===== src/rtl/regfile_write_queue_if.sv =====
// ---------------------------------------------------------------------------
// regfile_write_queue_if
//   Writeback request channel from the pipeline into the register-file write
//   queue. A request transfers on a rising clock edge where InValid and
//   InReady are both high.
//
//   InValid    : request valid (pipeline -> queue)
//   InReady    : queue can accept a request (queue -> pipeline)
//   InRegister : destination register of the request
//   InData     : data to write
//
//   master : pipeline side (drives the request)
//   slave  : queue side (drives InReady)
// ---------------------------------------------------------------------------
interface regfile_write_queue_if #(
  parameter int WIDTH  = 32,
  parameter int AWIDTH = 5
);

  logic              InValid;
  logic              InReady;
  logic [AWIDTH-1:0] InRegister;
  logic [WIDTH-1:0]  InData;

  modport master (
    output InValid,
    output InRegister,
    output InData,
    input  InReady
  );

  modport slave (
    input  InValid,
    input  InRegister,
    input  InData,
    output InReady
  );

endinterface


===== src/rtl/regfile_write_queue.sv =====
// ---------------------------------------------------------------------------
// regfile_write_queue
//   Initiator side of the register file's write port. Writeback requests are
//   buffered in an in-order FIFO and retired one per clock onto the register
//   file's synchronous write port. While a write is still queued, the bypass
//   outputs supply its data to the asynchronous read ports so they never see
//   a stale value.
//
//   Clk            : clock, rising edge
//   Reset_n        : asynchronous active-low reset
//   inPort         : writeback request channel (slave side)
//   WriteHold      : inhibits retirement while the write port is borrowed
//   WriteData      : register file WriteData (head entry, 0 when empty)
//   WriteRegister  : register file WriteRegister (head entry, 0 when empty)
//   RegWrite       : register file write enable
//   ReadRegister1/2: read addresses snooped for bypass
//   Bypass1/2Valid : a pending write targets the snooped register
//   Bypass1/2Data  : data of the newest such pending write, else 0
//   Count          : number of occupied entries
// ---------------------------------------------------------------------------
module regfile_write_queue #(
  parameter int DEPTH  = 4,   // power of two, >= 2
  parameter int WIDTH  = 32,
  parameter int AWIDTH = 5
) (
  input  logic                     Clk,
  input  logic                     Reset_n,

  regfile_write_queue_if.slave     inPort,

  input  logic                     WriteHold,
  output logic [WIDTH-1:0]         WriteData,
  output logic [AWIDTH-1:0]        WriteRegister,
  output logic                     RegWrite,

  input  logic [AWIDTH-1:0]        ReadRegister1,
  input  logic [AWIDTH-1:0]        ReadRegister2,
  output logic                     Bypass1Valid,
  output logic [WIDTH-1:0]         Bypass1Data,
  output logic                     Bypass2Valid,
  output logic [WIDTH-1:0]         Bypass2Data,

  output logic [$clog2(DEPTH):0]   Count
);

  localparam int PW = $clog2(DEPTH);
  localparam int CW = PW + 1;
  localparam logic [CW-1:0] FULL_COUNT = CW'(DEPTH);

  // Entry storage, split into address and data arrays.
  logic [AWIDTH-1:0] regMem  [DEPTH];
  logic [WIDTH-1:0]  dataMem [DEPTH];

  logic [PW-1:0] rdPtr;
  logic [PW-1:0] wrPtr;

  logic notEmpty;
  logic accept;
  logic store;
  logic pop;

  // -------------------------------------------------------------------------
  // Handshake and retirement control
  // -------------------------------------------------------------------------
  // InReady looks only at the registered Count, so a full queue refuses a
  // request even on a cycle where the head retires.
  assign inPort.InReady = (Count < FULL_COUNT);
  assign notEmpty       = (Count != '0);

  assign accept = inPort.InValid & inPort.InReady;
  // Writes to register 0 complete the handshake but are discarded.
  assign store  = accept & (inPort.InRegister != '0);

  assign RegWrite      = notEmpty & ~WriteHold;
  assign pop           = RegWrite;
  assign WriteRegister = notEmpty ? regMem[rdPtr]  : '0;
  assign WriteData     = notEmpty ? dataMem[rdPtr] : '0;

  // -------------------------------------------------------------------------
  // Pointers and occupancy
  // -------------------------------------------------------------------------
  // NOTE: sequential state uses non-blocking assignments so every register
  // samples pre-edge values, independent of statement order.
  always_ff @(posedge Clk or negedge Reset_n) begin
    if (!Reset_n) begin
      rdPtr <= '0;
      wrPtr <= '0;
      Count <= '0;
    end else begin
      if (store) wrPtr <= wrPtr + 1'b1;
      if (pop)   rdPtr <= rdPtr + 1'b1;
      case ({store, pop})
        2'b10:   Count <= Count + 1'b1;
        2'b01:   Count <= Count - 1'b1;
        default: Count <= Count;
      endcase
    end
  end

  // NOTE: the entry arrays are deliberately not reset; Count = 0 marks every
  // slot unoccupied, so stale contents are never driven or bypassed.
  always_ff @(posedge Clk) begin
    if (store) begin
      regMem[wrPtr]  <= inPort.InRegister;
      dataMem[wrPtr] <= inPort.InData;
    end
  end

  // -------------------------------------------------------------------------
  // Read bypass
  //   Walk occupied slots from oldest (head) to newest; a later match
  //   overrides an earlier one, leaving the newest pending data. The head is
  //   included even when it retires this cycle, because the register file
  //   only stores it at the coming edge.
  // -------------------------------------------------------------------------
  logic [PW-1:0] slot;

  // NOTE: every output of this block gets a default first so no path through
  // the loop leaves a variable unassigned (which would infer a latch).
  always_comb begin
    Bypass1Valid = 1'b0;
    Bypass1Data  = '0;
    Bypass2Valid = 1'b0;
    Bypass2Data  = '0;
    slot         = '0;
    for (int i = 0; i < DEPTH; i++) begin
      slot = rdPtr + PW'(i);
      if (CW'(i) < Count) begin
        if ((ReadRegister1 != '0) && (regMem[slot] == ReadRegister1)) begin
          Bypass1Valid = 1'b1;
          Bypass1Data  = dataMem[slot];
        end
        if ((ReadRegister2 != '0) && (regMem[slot] == ReadRegister2)) begin
          Bypass2Valid = 1'b1;
          Bypass2Data  = dataMem[slot];
        end
      end
    end
  end

endmodule


===== src/flat_wrapper.sv =====
// flat-port wrapper written by rule: the top's interface ports become plain ports
module regfile_write_queue_flat 
#(
  parameter int DEPTH  = 4,                        
  parameter int WIDTH  = 32,
  parameter int AWIDTH = 5
)
  (Clk, Reset_n, WriteHold, WriteData, WriteRegister, RegWrite, ReadRegister1, ReadRegister2, Bypass1Valid, Bypass1Data, Bypass2Valid, Bypass2Data, Count, inPort_InValid, inPort_InRegister, inPort_InData, inPort_InReady);
  regfile_write_queue_if #(.WIDTH(WIDTH), .AWIDTH(AWIDTH)) inPort_i ();
  input  logic Clk;
  input  logic Reset_n;
  input  logic WriteHold;
  output logic [WIDTH-1:0] WriteData;
  output logic [AWIDTH-1:0] WriteRegister;
  output logic RegWrite;
  input  logic [AWIDTH-1:0] ReadRegister1;
  input  logic [AWIDTH-1:0] ReadRegister2;
  output logic Bypass1Valid;
  output logic [WIDTH-1:0] Bypass1Data;
  output logic Bypass2Valid;
  output logic [WIDTH-1:0] Bypass2Data;
  output logic [$clog2(DEPTH):0] Count;
  input wire logic [$bits(inPort_i.InValid)-1:0] inPort_InValid;
  input wire logic [$bits(inPort_i.InRegister)-1:0] inPort_InRegister;
  input wire logic [$bits(inPort_i.InData)-1:0] inPort_InData;
  output wire logic [$bits(inPort_i.InReady)-1:0] inPort_InReady;
  assign inPort_i.InValid = inPort_InValid;
  assign inPort_i.InRegister = inPort_InRegister;
  assign inPort_i.InData = inPort_InData;
  assign inPort_InReady = inPort_i.InReady;
  regfile_write_queue #(.DEPTH(DEPTH), .WIDTH(WIDTH), .AWIDTH(AWIDTH)) u_core (.Clk(Clk), .Reset_n(Reset_n), .inPort(inPort_i), .WriteHold(WriteHold), .WriteData(WriteData), .WriteRegister(WriteRegister), .RegWrite(RegWrite), .ReadRegister1(ReadRegister1), .ReadRegister2(ReadRegister2), .Bypass1Valid(Bypass1Valid), .Bypass1Data(Bypass1Data), .Bypass2Valid(Bypass2Valid), .Bypass2Data(Bypass2Data), .Count(Count));
endmodule

===== config.mk =====
export PLATFORM = sky130hd
export DESIGN_NAME = regfile_write_queue_flat
export DESIGN_NICKNAME = d
export VERILOG_FILES = /design/src/rtl/regfile_write_queue_if.sv /design/src/rtl/regfile_write_queue.sv /design/src/flat_wrapper.sv
export SDC_FILE = /design/constraint.sdc
export NUM_CORES = 1
export LEC_CHECK = 0
export ABC_AREA = 1
export ABC_CLOCK_PERIOD_IN_PS = 2800
export CAP_MARGIN = 40
export CELL_PAD_IN_SITES_DETAIL_PLACEMENT = 1
export CELL_PAD_IN_SITES_GLOBAL_PLACEMENT = 2
export CORE_MARGIN = 3
export CORE_UTILIZATION = 28
export CTS_BUF_LIST = sky130_fd_sc_hd__clkbuf_8 sky130_fd_sc_hd__clkbuf_16
export CTS_CLUSTER_SIZE = 40
export DETAILED_ROUTE_END_ITERATION = 8
export PLACE_DENSITY_LB_ADDON = 0.1
export SLEW_MARGIN = 15
export SYNTH_ARGS = -nofsm -noshare
export SYNTH_HDL_FRONTEND = slang
export SYNTH_SLANG_ARGS = --single-unit
export TNS_END_PERCENT = 10

===== constraint.sdc =====
create_clock -name Clk -period 2.8 [get_ports Clk]
set_clock_uncertainty 0.1 [all_clocks]
set_input_delay 0.28 -clock Clk [delete_from_list [all_inputs] [get_ports Clk]]
set_output_delay 0.28 -clock Clk [all_outputs]
set_load 0.01 [all_outputs]

**Word level (Yosys, flattened, before mapping)**

Memory sizes are Yosys's and may differ from the RTL's.
Index checks and enable logic that the tools add are counted.

- Bits in registers: 7
- Memory bits (writable): 148
- Logic and storage cells: 80
- Memories kept: 2

- Add/sub/neg operators: 6
- Order comparisons: 5
- Equal/unequal tests: 10
- Multiplexer cells: 37
- Bitwise gates (word level): 4
- Reductions and logical operators: 13

Memory list:

| memory | words | bits a word | read ports | clocked after memory_dff | wr ports | line | source |
|---|---|---|---|---|---|---|---|
| u_core.dataMem | 4 | 32 | 4 | 0 | 1 | regfile_write_queue.sv:52 | `logic [WIDTH-1:0] dataMem [DEPTH];` |
| u_core.regMem | 4 | 5 | 4 | 0 | 1 | regfile_write_queue.sv:51 | `logic [AWIDTH-1:0] regMem [DEPTH];` |

Operator list:

| operator | number |
|---|---|
| $mux 32 | 17 |
| $eq 5x5->1 | 8 |
| $mux 1 | 18 |
| $reduce_bool 5->1 | 3 |
| $logic_and 1x1->1 | 8 |
| $lt 1x3->1 const A | 2 |
| $lt 2x3->1 const A | 2 |
| $pmux 3 s2 | 1 |
| $mux 5 | 1 |
| $add 2x1->2 const B | 2 |
| $add 2x2->2 const B | 2 |
| $add 3x1->3 const B | 1 |
| $and 1x1->1 | 3 |
| $lt 3x3->1 const B | 1 |
| $reduce_bool 3->1 | 1 |
| $sub 3x1->3 const B | 1 |
| $eq 2x1->1 const B | 1 |
| $eq 2x2->1 const B | 1 |
| $reduce_bool 2->1 | 1 |
| $not 1->1 | 1 |

**Longest topological paths before layout**

An unclocked memory read counts as a cell.

- Depth after elaboration: 11
- Depth in mapped cells: 17
- Gate-level depth less buffers: 14

**Worst setup path after synthesis**

Ideal clock, no wire load.

- Path kind: flip-flop to flip-flop
- Start point: reg u_core.Count[2]
- End point: mem u_core.dataMem[0][0] (enable)
- Library setup time: 0.431 ns
- Data arrival time: 2.467 ns
- Slack: -0.199 ns
- Cell stages (with the launch flop): 4
- Path buffers: 0
- Period minus slack after synthesis: 2.999 ns
- Path through: dfrtp_1 inv_1 o311ai_2 nor2_1

- Word-level cells in the longest chain between the ends: 5

RTL lines:

| element | line | source |
|---|---|---|
| start, declared | regfile_write_queue.sv:43 | `output logic [$clog2(DEPTH):0] Count` |
| start signal, assigned | regfile_write_queue.sv:93 | `2'b10: Count <= Count + 1'b1;` |
| start signal, assigned | regfile_write_queue.sv:94 | `2'b01: Count <= Count - 1'b1;` |
| start signal, assigned | regfile_write_queue.sv:95 | `default: Count <= Count;` |
| $lt 3x3->1 | regfile_write_queue.sv:67 | `assign inPort.InReady = (Count < FULL_COUNT);` |
| named net inPort_InReady | flat_wrapper.sv:26 | `output wire logic [$bits(inPort_i.InReady)-1:0] inPort_InReady;` |
| $and 1x1->1 | regfile_write_queue.sv:70 | `assign accept = inPort.InValid & inPort.InReady;` |
| $and 1x1->1 | regfile_write_queue.sv:72 | `assign store = accept & (inPort.InRegister != '0);` |
| $mux 1 | regfile_write_queue.sv:103 | `if (store) begin` |
| $mux 1 (not written as such) | regfile_write_queue.sv:105 | `dataMem[wrPtr] <= inPort.InData;` |
| end, declared | regfile_write_queue.sv:52 |  |

The timed path passes the listed nets, and every way through them passes these cells.

**Worst setup path after layout**

- Start point: reg u_core.rdPtr[0]
- End point: out Bypass2Data[21]

- Word-level cells in the longest chain between the ends: 11

RTL lines:

| element | line | source |
|---|---|---|
| start, declared | regfile_write_queue.sv:54 | `logic [PW-1:0] rdPtr;` |
| start signal, assigned | regfile_write_queue.sv:91 | `if (pop) rdPtr <= rdPtr + 1'b1;` |
| branches (longest 10 deep; another with $mem_v2 4x5) | -- |  |
| $mux 32 * | regfile_write_queue.sv:128 | `if (CW'(i) < Count) begin` |
| end, declared | flat_wrapper.sv:21 | `output logic [WIDTH-1:0] Bypass2Data;` |

Every way passes the cells marked *.

==> impl_metrics.csv <==
group,metric,value,unit
global_route,grt_remaining_overflow,0,
floorplanning,die_w,214,um
logic_synthesis,yosys.area.top_type_share,36.5,%
worst_setup_path,crit-reg2reg-launch,"u_core.Count[0]",
worst_setup_path,critical_path.reg2reg.endpoint,"u_core.Count[2]",
sta,min_setup_slack_post_route,-0.458,ns
global_route,grtUsageMet2,37.7,%
power_and_ir_drop,peakVddDrop,615,uV
global_route,global_route_met1_usage,29.3,%
clock_tree,cts_made_buffers,17,
logic_synthesis,synth.most_common_cell,"nand2_1",
logic_synthesis,synth.ff_latch_count,155,
placement,io_buffers,158,
worst_setup_path,crit_path_start_kind,"flip-flop",
status,status,"finished with violations",
placement,placedInstanceArea,15600,sq um
logic_synthesis,yosysTopAreaCell,"edfxtp_1",
clock_tree,cts.sinks,155,
logic_synthesis,synthArstFlopShare,4.52,%
global_route,first_global_vias,13400,
global_route,grt_most_used_layer,"met2",
sta,hold_viol,0,
clock_tree,cts.reportedPaths.clkPinSlew,0.07,ns
clock_tree,cts_max_path_buffers,2,
floorplanning,floorplan_row_count,75,
clock_tree,h-tree-depth,4,
worst_setup_path,worst-r2r-setup-slack,0.57,ns
detailed_routing,drtPass1Iterations,5,
logic_synthesis,ys.flop_type,"edfxtp_1",
clock_tree,clk_root_buffer_cell,"clkbuf_16",
clock_tree,clock_tree_from_tritoncts,"done",
worst_setup_path,endpoint_kind,"output pin",
detailed_routing,drtAntennaViolNets,0,
logic_synthesis,post_synth_main_area_contributors,"edfxtp_1, nand2_1, o21ai_0",
floorplanning,chipHeight,214,um
logic_synthesis,synth_area,12200,sq um
status,failed_checks,"setup timing",
worst_setup_path,crit_path_start,"u_core.rdPtr[0]",
worst_setup_path,cp_data_required_time,2.42,ns
logic_synthesis,netlist_top_cells_count,"nand2_1, nor2_1, o21ai_0, inv_1, edfxtp_1",
worst_setup_path,critPathMaxFanout,7,
worst_setup_path,ff2ff_path_depth,12,
logic_synthesis,syn_area_per_cell,6.49,sq um
power_and_ir_drop,total_power,22100,uW
power_and_ir_drop,power_leakage,0.00826,uW
sta,timing.final.setup_violations,86,
floorplanning,io_pins,159,
placement,place.detailed.hpwl,35500,um
sta,fmax,307,MHz
worst_setup_path,timing_worst_setup_path_type,"flip-flop to output pin",
detailed_routing,routed-via-count,13500,
global_route,groute.usage.overall,21.8,%
logic_synthesis,synth_cell_type_count,31,
logic_synthesis,mappedNetlistNets,1936,
power_and_ir_drop,cellPowerDensity,1230,nW/um^2
global_route,grt_util_met3,2.01,%
detailed_routing,drt-wirelength-per-cell,19.8,um
layout,share_of_final_layout_standard_cells_stronger_than_drive_strength_1,25.0,%
sta,max-slew-margin-rel,60.9,%
sta,fin_crit_sh,116,%
global_route,grt_start_max_net_pins,89,
global_route,initial_antenna_violation_count,2,
layout,num-nets-final,2221,
detailed_routing,drc_errors,0,
logic_synthesis,synth_cells,1876,
placement,routabilityCongestion,0.841,
logic_synthesis,synth.yosys.warnings,0,
logic_synthesis,ys_seq_area_share,38.0,%
clock_tree,worstSkewPairLatency,0.44,ns
worst_hold_path,hp-class,"primary input to async pin",
sta,period_needed,3.26,ns
detailed_routing,via_per_inst,4.91,
detailed_routing,totalWireLength,54600,um
floorplanning,dieArea,46000,sq um
worst_setup_path,signal_arrival_time_at_the_worst_endpoint,2.88,ns
sta,fin_setup_tns,-31.18,ns
layout,areaGrowthSynthToFinish,48.4,%
floorplanning,effective_utilization_at_floorplan,28.7,%
global_route,grt_first_pass_wirelength,78500,um
sta,setup_repair_after_global_routing_missed_its_margin,"true",
layout,fin_cells,2753,
layout,final_area,18100,sq um
floorplanning,floorplan.core_area,42400,sq um
flow_run,max_cap_viol_count,0,
sta,worst_slew_pin_slew,0.580,ns
logic_synthesis,synth_enable_flop_cells,148,
clock_tree,post_cts_hold_buffers,0,
placement,post-place-cells,2644,
detailed_routing,drt_first_iter_violations,623,
sta,report.final.slew_viol_count,0,
==> what timing repair did <==
item | in CTS | in global routing
pin swaps | 12 | 70
endpoints found under the setup margin | 100 | 101
buffers inserted | 16 | 37
gates cloned | 6 | 18
resized for setup | 265 | 312
==> registers in the layout (all words and copies together), names as in the netlist <==
signal	cells
u_core.wrPtr	2
u_core.regMem	20
u_core.rdPtr	2
u_core.Count	3
u_core.dataMem	128
==> layer usage <==
layer  vias to the layer above  wire length, um
met2                       248            26600
li1                       6660                -
met1                      6563            25400
met4                         0              915
met3                        51             1700
met5                         -                0
==> worst max-delay path: stages (launching register included) <==
cell,delay [ns]
dfrtp_4,0.49
buf_12,0.16
clkinv_8,0.07
nand2_8,0.06
nand2_8,0.10
buf_6,0.12
buf_4,0.11
nand2_4,0.05
nand3_1,0.10
nand2_2,0.08
nor2_4,0.21
nand3_4,0.14
bufbuf_16,0.30
nand2_1,0.07
nand3_1,0.09
nand2_1,0.07
nand2_1,0.07
clkbuf_2,0.13
==> final cells by class <==
cell class	instances	area [sq um]
Fill cell	5248	24400
Timing Repair Buffer	392	4300
Multi-Input combinational cell	1428	7150
Clock buffer	18	439
Sequential cell	155	4630
Timing Repair inverter	1	8.76
Clock inverter	14	156
Inverter	166	638
Tap cell	577	722
Antenna cell	2	5.00
==> placed cells by master (no fill, tap or decap), types with 35 or more instances in the layout <==
master,Yosys,routed
nand4_1,67,67
buf_12,0,49
clkdlybuf4s50_1,0,76
nand2_1,657,571
edfxtp_1,148,148
inv_1,164,166
nand2_2,3,73
o21ai_0,232,200
buf_6,7,36
nor2_2,2,35
buf_4,15,132
nand3_1,120,84
nor2_1,266,220
o21ai_1,40,48
==> how the worst max path moves through the flow <==
stage | slack, ns | endpoint | cells past startpoint
detailed placement | -0.43 | Bypass1Data[15] | 16
CTS | -0.68 | Bypass1Data[9] | 15
finish | -0.46 | Bypass2Data[21] | 17
floorplan | -0.20 | u_core.dataMem[0][0] | 3
global placement | -0.43 | Bypass1Data[15] | 14
global route | -0.60 | Bypass1Data[17] | 17
==> metrics by stage <==
stage	hold slack [ns]	worst slack, ns	util (%)
5_1_grt	0.0706	-0.602	42.6
6_report	0.0536	-0.458	42.6
2_1_floorplan	-0.116	-0.199	-
4_1_cts	0.0600	-0.677	39.4
3_3_place_gp	0.487	-0.427	36.7
3_5_place_dp	0.508	-0.432	36.7
==> cells by family (layout without fill, tap and decap cells) <==
kind of cell	after synthesis	count (layout)	share of synthesized area [%]
adders and majority gates	9	9	0.925
and+or+nand+nor	1128	1129	38.1
other	0	2	0
xor gates and xnor gates	11	11	0.792
DFF	155	155	38.0
buffers and inverters	294	591	10.6
AOI/OAI and AO/OA	279	279	11.6
==> power breakdown <==
| part | total, uW | switching (uW) | leakage [uW] | internal [uW] |
|---|---|---|---|---|
| clock network | 2390 | 973 | 0.000302 | 1420 |
| registers | 3100 | 153 | 0.00143 | 2940 |
| logic | 16600 | 9970 | 0.00653 | 6660 |
| total | 22100 | 11100 | 0.00826 | 11000 |
Note: power is estimated with default switching activity, not from simulation.
